## src/rtl/matrix_pkg.sv

```systemverilog
// Shared constants, state type and helpers for the LED-matrix row scanner.
//   ROWS      : number of matrix rows driven through the position interface
//   CODE_W    : width of a row code (0 = no row, c = row c-1)
//   CODE_NONE : the blank row code
package matrix_pkg;

  localparam int unsigned ROWS   = 7;
  localparam int unsigned CODE_W = 3;

  localparam logic [CODE_W-1:0] CODE_NONE = 3'd0;

  typedef enum logic {
    IDLE = 1'b0,
    HOLD = 1'b1
  } state_e;

  // Row index 0..6 maps to decoder code 1..7.
  function automatic logic [CODE_W-1:0] row_code(input int unsigned idx);
    return CODE_W'(idx + 1);
  endfunction

endpackage

```

## src/rtl/matrix_pair_pick.sv

```systemverilog
// Picks the two lowest set rows of a mask and returns their codes plus the
// mask with both rows removed. Purely combinational.
//   mask   : candidate rows (bit k = row code k+1)
//   code_a : code of the lowest set row, CODE_NONE if the mask is empty
//   code_b : code of the next-lowest set row, CODE_NONE if there is none
//   rest   : mask with the chosen rows cleared
module matrix_pair_pick
  import matrix_pkg::*;
(
  input  logic [ROWS-1:0]   mask,
  output logic [CODE_W-1:0] code_a,
  output logic [CODE_W-1:0] code_b,
  output logic [ROWS-1:0]   rest
);

  logic found_a;
  logic found_b;

  // Ascending scan guarantees code_a < code_b whenever code_b is nonzero.
  always_comb begin
    code_a  = CODE_NONE;
    code_b  = CODE_NONE;
    rest    = mask;
    found_a = 1'b0;
    found_b = 1'b0;
    for (int unsigned i = 0; i < ROWS; i++) begin
      if (mask[i]) begin
        if (!found_a) begin
          code_a  = row_code(i);
          rest[i] = 1'b0;
          found_a = 1'b1;
        end else if (!found_b) begin
          code_b  = row_code(i);
          rest[i] = 1'b0;
          found_b = 1'b1;
        end
      end
    end
  end

endmodule

```

## src/rtl/matrix_row_scanner.sv

```systemverilog
// Time-multiplexes a 7-bit row pattern into slots of at most two row codes
// (F1/F2) for the matrix decoder, refreshing frame after frame.
//   DWELL      : cycles each slot is held (1..65535)
//   clk, rst   : clock, synchronous active-high reset
//   pattern    : requested lit rows, sampled when load=1
//   load       : single-cycle load strobe
//   F1, F2     : registered row codes of the current slot (0 = none)
//   busy       : registered, high while a nonzero pattern is being scanned
//   frame_done : registered, high on the last cycle of every frame
module matrix_row_scanner
  import matrix_pkg::*;
#(
  parameter int unsigned DWELL = 1000
) (
  input  logic              clk,
  input  logic              rst,
  input  logic [ROWS-1:0]   pattern,
  input  logic              load,
  output logic [CODE_W-1:0] F1,
  output logic [CODE_W-1:0] F2,
  output logic              busy,
  output logic              frame_done
);

  localparam int unsigned      CNT_W    = $clog2(DWELL + 1);
  localparam logic [CNT_W-1:0] CNT_LAST = CNT_W'(DWELL - 1);

  state_e            state_q, state_d;
  logic [ROWS-1:0]   active_q, active_d;
  logic [ROWS-1:0]   pending_q, pending_d;
  logic              pend_v_q, pend_v_d;
  logic [ROWS-1:0]   remain_q, remain_d;
  logic [CNT_W-1:0]  cnt_q, cnt_d;
  logic [CODE_W-1:0] f1_d, f2_d;
  logic              busy_d;
  logic              frame_done_d;

  logic              slot_end;
  logic [ROWS-1:0]   next_active;
  logic [ROWS-1:0]   pick_mask;
  logic [CODE_W-1:0] pick_a;
  logic [CODE_W-1:0] pick_b;
  logic [ROWS-1:0]   pick_rest;

  assign slot_end = (cnt_q == CNT_LAST);

  // Pattern for the next frame: a load on the boundary cycle beats any pending one.
  assign next_active = load ? pattern : (pend_v_q ? pending_q : active_q);

  // One picker serves the first slot of a frame and every following slot.
  always_comb begin
    pick_mask = remain_q;
    if (state_q == IDLE) begin
      pick_mask = pattern;
    end else if (remain_q == '0) begin
      pick_mask = next_active;
    end
  end

  matrix_pair_pick u_pick (
    .mask   (pick_mask),
    .code_a (pick_a),
    .code_b (pick_b),
    .rest   (pick_rest)
  );

  // Next-state and next-output logic.
  always_comb begin
    state_d   = state_q;
    active_d  = active_q;
    pending_d = pending_q;
    pend_v_d  = pend_v_q;
    remain_d  = remain_q;
    cnt_d     = cnt_q;
    f1_d      = F1;
    f2_d      = F2;

    case (state_q)
      IDLE: begin
        f1_d = CODE_NONE;
        f2_d = CODE_NONE;
        if (load && (pattern != '0)) begin
          active_d = pattern;
          f1_d     = pick_a;
          f2_d     = pick_b;
          remain_d = pick_rest;
          cnt_d    = '0;
          state_d  = HOLD;
        end
      end

      HOLD: begin
        if (load) begin
          pending_d = pattern;
          pend_v_d  = 1'b1;
        end
        if (!slot_end) begin
          cnt_d = cnt_q + CNT_W'(1);
        end else begin
          cnt_d = '0;
          if (remain_q != '0) begin
            f1_d     = pick_a;
            f2_d     = pick_b;
            remain_d = pick_rest;
          end else begin
            // Frame boundary: adopt the newest pattern and restart the scan.
            active_d = next_active;
            pend_v_d = 1'b0;
            if (next_active == '0) begin
              f1_d     = CODE_NONE;
              f2_d     = CODE_NONE;
              remain_d = '0;
              state_d  = IDLE;
            end else begin
              f1_d     = pick_a;
              f2_d     = pick_b;
              remain_d = pick_rest;
            end
          end
        end
      end

      default: begin
        state_d = IDLE;
        f1_d    = CODE_NONE;
        f2_d    = CODE_NONE;
      end
    endcase

    busy_d = (state_d == HOLD);
    // Registered flag: raise it on the edge that enters the final dwell cycle
    // of the final slot, so it is high exactly during that cycle.
    frame_done_d = (state_d == HOLD) && (cnt_d == CNT_LAST) && (remain_d == '0);
  end

  // State and output registers.
  always_ff @(posedge clk) begin
    if (rst) begin
      state_q    <= IDLE;
      active_q   <= '0;
      pending_q  <= '0;
      pend_v_q   <= 1'b0;
      remain_q   <= '0;
      cnt_q      <= '0;
      F1         <= CODE_NONE;
      F2         <= CODE_NONE;
      busy       <= 1'b0;
      frame_done <= 1'b0;
    end else begin
      state_q    <= state_d;
      active_q   <= active_d;
      pending_q  <= pending_d;
      pend_v_q   <= pend_v_d;
      remain_q   <= remain_d;
      cnt_q      <= cnt_d;
      F1         <= f1_d;
      F2         <= f2_d;
      busy       <= busy_d;
      frame_done <= frame_done_d;
    end
  end

endmodule

```

## config.mk

```make
export PLATFORM = sky130hd
export DESIGN_NAME = matrix_row_scanner
export DESIGN_NICKNAME = d
export VERILOG_FILES = /design/src/rtl/matrix_pkg.sv /design/src/rtl/matrix_pair_pick.sv /design/src/rtl/matrix_row_scanner.sv
export SDC_FILE = /design/constraint.sdc
export NUM_CORES = 1
export LEC_CHECK = 0
export CAP_MARGIN = 20
export CORE_MARGIN = 2
export CORE_UTILIZATION = 25
export DETAILED_ROUTE_END_ITERATION = 12
export SYNTH_ARGS = -nofsm -noshare
export SYNTH_HDL_FRONTEND = slang
export SYNTH_SLANG_ARGS = --single-unit
```

## constraint.sdc

```tcl
create_clock -name clk -period 7.4 [get_ports clk]
set_clock_uncertainty 0.15 [all_clocks]
set_input_delay 1.48 -clock clk [delete_from_list [all_inputs] [get_ports clk]]
set_output_delay 1.48 -clock clk [all_outputs]
set_load 0.01 [all_outputs]
```

==> results of run 1 <==
==> cells by family after synthesis <==
kind of cell | count (synthesis) | synth area share
adder cells (fa/ha/maj) | 8 | 0.0370
AND/OR/NAND/NOR | 147 | 0.272
XOR/XNOR | 2 | 0.00664
buffers and inverters | 31 | 0.0489
flip-flops | 40 | 0.304
AO/OA/AOI/OAI | 105 | 0.262
multiplexers | 18 | 0.0697
==> power groups by stage <==
stage / sequential [mW] / combinational [mW] / clock (mW)
4_1_cts: 0.235 / 0.154 / 0.190
6_report: 0.235 / 0.156 / 0.185
2_1_floorplan: 0.238 / 0.112 / 0
3_5_place_dp: 0.240 / 0.153 / 0
5_1_grt: 0.237 / 0.172 / 0.199
3_3_place_gp: 0.240 / 0.151 / 0
==> critical path, stage by stage <==
cell             delay [ps]
clkdlybuf4s50_1         830
o21ai_0                 260
a21oi_1                 200
a21oi_1                 160
inv_1                   140
ha_1                    420
inv_1                   150
a2111oi_1               550
buf_2                   280
nand2_1                  80
o311ai_0                310
o21ai_1                 130
nor4_1                  350
==> flip-flops by register name, indices dropped and copies added, names as in the netlist <==
name        count
pending_q       7
state_q         1
active_q        7
frame_done      1
cnt_q          10
pend_v_q        1
F2              3
remain_q        7
F1              3
==> per-layer routing <==
layer  vias up  wire length [um]  share of wire  GRT usage
met5         -                 0              0          0
met4         0               112          0.016     0.0510
met3        11               387          0.055     0.0274
met2        88              2880           0.41      0.180
met1      1219              3670           0.52      0.186
li1       1300                 -              -          -
==> worst paths after layout <==
kind / endpoint / cells after the start
min reg2reg: F1[1] / 2
max reg2reg: frame_done / 13
max: frame_done / 13
min: F1[1] / 2
==> area by class of cell <==
type / count / area share
tap: 136 / 0.0560
clock buffer: 5 / 0.0226
inverter: 6 / 0.00741
clock inverter: 3 / 0.0140
timing repair buffer: 25 / 0.0749
sequential: 40 / 0.263
multi-input combinational: 280 / 0.562
==> synthesized netlist by cell type, types with 3 or more instances <==
library cell	instances	area (um^2)
a31oi_1	3	18.8
clkbuf_1	19	71.3
inv_1	6	22.5
a311oi_1	3	26.3
dfxtp_1	40	801
and3_1	8	50.1
a21o_1	4	30.0
nand3_1	15	75.1
o21ai_0	23	115
ha_1	6	75.1
o41ai_1	3	26.3
and2_1	5	31.3
o31ai_1	3	22.5
nor2b_1	8	50.1
nand2_1	40	150
a22oi_1	5	37.5
nor3_1	10	50.1
nand4_1	4	25.0
mux2i_1	15	150
a21oi_1	29	145
nor2_1	39	146
a211oi_1	7	52.6
o211ai_1	7	52.6
or4_1	3	22.5
buf_2	4	20.0
==> metrics by stage <==
stage                     area, um^2  utilization
after CTS                       3040        0.296
after global routing            3040        0.296
after floorplan                 2640            -
after detailed placement        2930        0.285
after global placement          2920        0.285
final                           3040        0.296
==> impl_metrics.tcl, run 1 <==
set metrics [dict create \
    io_pins 18 \
    final-setup-viol-count 0 \
    grt_pass1_wl_um 11700 \
    track_usage 0.127 \
    diodes 0 \
    place_inst 487 \
    swShare 0.328 \
    maxCapViolations 0 \
    hold_start "F1[1]" \
    place_ws_ps 1830 \
    relSlewSlack 0.542 \
    whs_ps 316 \
    syn_area_um2 2640 \
    outcome "complete, no violations" \
    instances_no_fill 495 \
    power.switching_mw 0.189 \
    drc 0 \
    num_vias 2618 \
    antenna_left 0 \
    postSynthCellCount 351 \
    final_cell_mix "40 x dfxtp_1, 40 x nand2_1, 39 x nor2_1, 29 x a21oi_1, 23 x o21ai_0" \
    path_class "in -> reg" \
    synth_seq_cells 40 \
    antenna_found_initial 0 \
    seqCellArea_um2 801 \
    fp.dieH_um 107 \
    crit_path_start "load" \
    dp_hpwl_um 4990 \
    cp.arrival_ps 5340 \
    nets 374 \
    syn_to_final_growth_pct 15.3 \
    clk_path_buf_depth 2 \
    syn_avg_cell_area_um2 7.51 \
    cts.sinks 40 \
    end_kind "flip-flop" \
    pwr-share-comb 0.271 \
    async_flop_share 0 \
    htreeDepth 2 \
    initial_core_util 0.257 \
    grt_max_degree 41 \
    hold_viol 0 \
    drive_gt1_frac 0.0724 \
    multi_input_area_um2 1710 \
    reg2reg_setup_slack_ps 3440 \
    synth_edf_count 0 \
    pwr-share-seq 0.408 \
    rsz0062_at_grt "no" \
    die_width_um 107 \
    finalCritPeriodShare 0.715 \
    p_leak_nw 1.10 \
    hp-class "reg -> reg" \
    yosys_warnings 0 \
    wl_per_cell_um 14.3 \
    required_ps 7450 \
    cellPowerDensity_nw_per_um2 189 \
    cts_hold_buf 0 \
    core_area_um2 10300 \
    fin_crit_ps 5290 \
    fill_cells 1127 \
    tritoncts "done" \
    max_freq_mhz 189 \
    portBuffers 17 \
    cts_buffers 5 \
    final-max-slew-violation-count 0 \
    worstSetupStartpointType "primary input" \
    syn_nets 367 \
    die-area_um2 11400 \
    intPower_mw 0.387 \
    grt_pass1_vias 2415 \
    worst_slack_ps 2110 \
    num_rows 37 \
    ys_types 58 \
    wl_um 7060 \
    via_per_inst 5.29 \
    synth-main-ff-cell "dfxtp_1" \
    power_frac_clock 0.322 \
    total_power_mw 0.576 \
    cts_root_buf "clkbuf_8" \
    r2r_start "pend_v_q" \
    clk_pin_slew_ps 90 \
    grt-ovfl-total 0 \
    cts_setup_buffers 0 \
    ctsResizeCount 0 \
    drt_first_pass_iters 5 \
    clock_latency_ps 300 \
    setup_tns_ps 0 \
    gp_congestion 0.871 \
    seq_area_frac_synth 0.304 \
    critPathMaxFanout 19 \
    drt_iter0_markers 121 \
    tightestPinTransition_ps 683 \
    ir_worst_vdd_v 0.0000811 \
]
(Power assumes the default switching activity.)
==> run 2, diff against run 1 <==
==> constraint.sdc (replaced) <==
create_clock -name clk -period 4.4 [get_ports clk]
set_clock_uncertainty 0.15 [all_clocks]
set_input_delay 0.88 -clock clk [delete_from_list [all_inputs] [get_ports clk]]
set_output_delay 0.88 -clock clk [all_outputs]
set_load 0.01 [all_outputs]
==> run 2 against run 1 <==
Effect of this change:
- flip-flop and latch count unchanged
- setup slack got worse by 1500 ps
- worst hold slack got worse by 6.4 ps
- die area unchanged
==> impl_metrics.tcl, run 2 (same netlist as run 1, synthesis figures left out) <==
set metrics [dict create \
    outcome "complete, no violations" \
    cp.arrival_ps 3850 \
    num_vias 2663 \
    hp-class "reg -> reg" \
    portBuffers 17 \
    cts_hold_buf 0 \
    final-max-slew-violation-count 0 \
    num_rows 37 \
    die-area_um2 11400 \
    wl_per_cell_um 14.3 \
    drt_first_pass_iters 4 \
    worstSetupStartpointType "primary input" \
    largest_reg_flops 10 \
    hold_start "pending_q[1]" \
    initial_core_util 0.257 \
    critical_path.max_stage_delay_ps 560 \
    total_power_mw 0.918 \
    final_area_um2 3050 \
    tritoncts "done" \
    r2r_start "remain_q[0]" \
    power_frac_clock 0.279 \
    htreeDepth 2 \
    grt_max_degree 27 \
    required_ps 4440 \
    antenna_found_initial 0 \
    final-setup-viol-count 0 \
    grt-ovfl-total 0 \
    drc 0 \
    instances_no_fill 498 \
    end_kind "flip-flop" \
    drt_iter0_markers 170 \
    cts_root_buf "clkbuf_8" \
    relSlewSlack 0.489 \
    place_ws_ps 374 \
    r2r_end "F2[1]" \
    track_usage 0.128 \
    final_cell_mix "40 x dfxtp_1, 40 x nand2_1, 39 x nor2_1, 29 x a21oi_1, 23 x o21ai_0" \
    diodes 0 \
    clock_latency_ps 290 \
    worst_slack_ps 588 \
    ir_worst_vdd_v 0.000111 \
    maxCapViolations 0 \
    rsz0062_at_grt "no" \
    nets 377 \
    wl_um 7140 \
    die_width_um 107 \
    hold-path-endpoint "pending_q[1]" \
    path_class "in -> reg" \
    pwr-share-seq 0.434 \
    setup_tns_ps 0 \
    ctsResizeCount 0 \
    gp_congestion 0.926 \
    via_per_inst 5.35 \
    top_register "cnt_q" \
    clk_path_buf_depth 2 \
    drive_gt1_frac 0.0801 \
    reg2reg_setup_slack_ps 740 \
    max_freq_mhz 262 \
    place_inst 490 \
    io_pins 18 \
    fp.dieH_um 107 \
    intPower_mw 0.612 \
    hold_viol 0 \
    fin_crit_ps 3810 \
    finalCritPeriodShare 0.866 \
    syn_to_final_growth_pct 15.5 \
    swShare 0.334 \
    reg2reg_depth 12 \
    fin_util 0.296 \
    critPathSlowestCell "a2111oi_1" \
    antenna_left 0 \
    clk_pin_slew_ps 80 \
    place_area_um2 2950 \
    tightestPinTransition_ps 762 \
    cts_buffers 5 \
    cp_cell_sequence "clkdlybuf4s50_1 > nand2_1 > o21ai_0 > a21oi_1 > a21oi_1 > inv_1 > ha_1 > inv_1 > a2111oi_1 > nand2_1 > o311ai_0 > o21ai_1 > nor4_1" \
    core_area_um2 10300 \
    power.switching_mw 0.307 \
    whs_ps 310 \
    pwr-share-comb 0.288 \
    p_leak_nw 1.11 \
    critPathMaxFanout 5 \
    grt_pass1_wl_um 12000 \
    grt_pass1_vias 2416 \
    dp_hpwl_um 5230 \
    cts.sinks 40 \
    cellPowerDensity_nw_per_um2 301 \
    worstHoldPathCells 2 \
    cts_setup_buffers 0 \
]
## run 2: changes by cell type in the layout (fill, tap and decap cells not counted)
cell	delta
buf_4	+4
buf_2	-1
bufinv_16	-1
clkbuf_8	+1
clkinv_2	+1
clkinvlp_4	-1
## run 2: final cells by class
| type | instances | area [um^2] |
|---|---|---|
| Fill cell | 1143 | 7230 |
| Multi-Input combinational cell | 280 | 1710 |
| Sequential cell | 40 | 801 |
| Timing Repair Buffer | 28 | 253 |
| Tap cell | 136 | 170 |
| Clock buffer | 6 | 82.6 |
| Inverter | 6 | 22.5 |
| Clock inverter | 2 | 10.0 |
## run 2: critical path: cells and delay by family
family                     cells  cell delay [ps]
AOI/OAI and AO/OA              6             1500
buffers and inverters          3              730
and+or+nand+nor                3              550
adders and majority gates      1              180
## run 2: layer usage
layer  global-route usage  routed length (um)  share of wire
met3               0.0322                 506          0.071
met1                0.189                3590           0.50
met4               0.0232                  62         0.0087
met2                0.188                2990           0.42
met5                    0                   0              0
## run 2: worst max path at each step
stage | slack [ps] | from | cells after the start | endpoint
2_1_floorplan | 870 | state_q | 12 | frame_done
3_3_place_gp | 440 | load | 14 | F2[2]
3_5_place_dp | 370 | load | 12 | F2[1]
4_1_cts | 650 | pattern[0] | 13 | frame_done
5_1_grt | 350 | pattern[0] | 13 | frame_done
6_report | 590 | pattern[0] | 13 | frame_done
## run 2: power groups by stage
stage | Sequential [mW] | Combinational, mW | Clock (mW)
2_1_floorplan | 0.401 | 0.189 | 0
3_3_place_gp | 0.406 | 0.259 | 0
3_5_place_dp | 0.406 | 0.260 | 0
4_1_cts | 0.398 | 0.262 | 0.266
5_1_grt | 0.401 | 0.295 | 0.278
6_report | 0.398 | 0.264 | 0.256
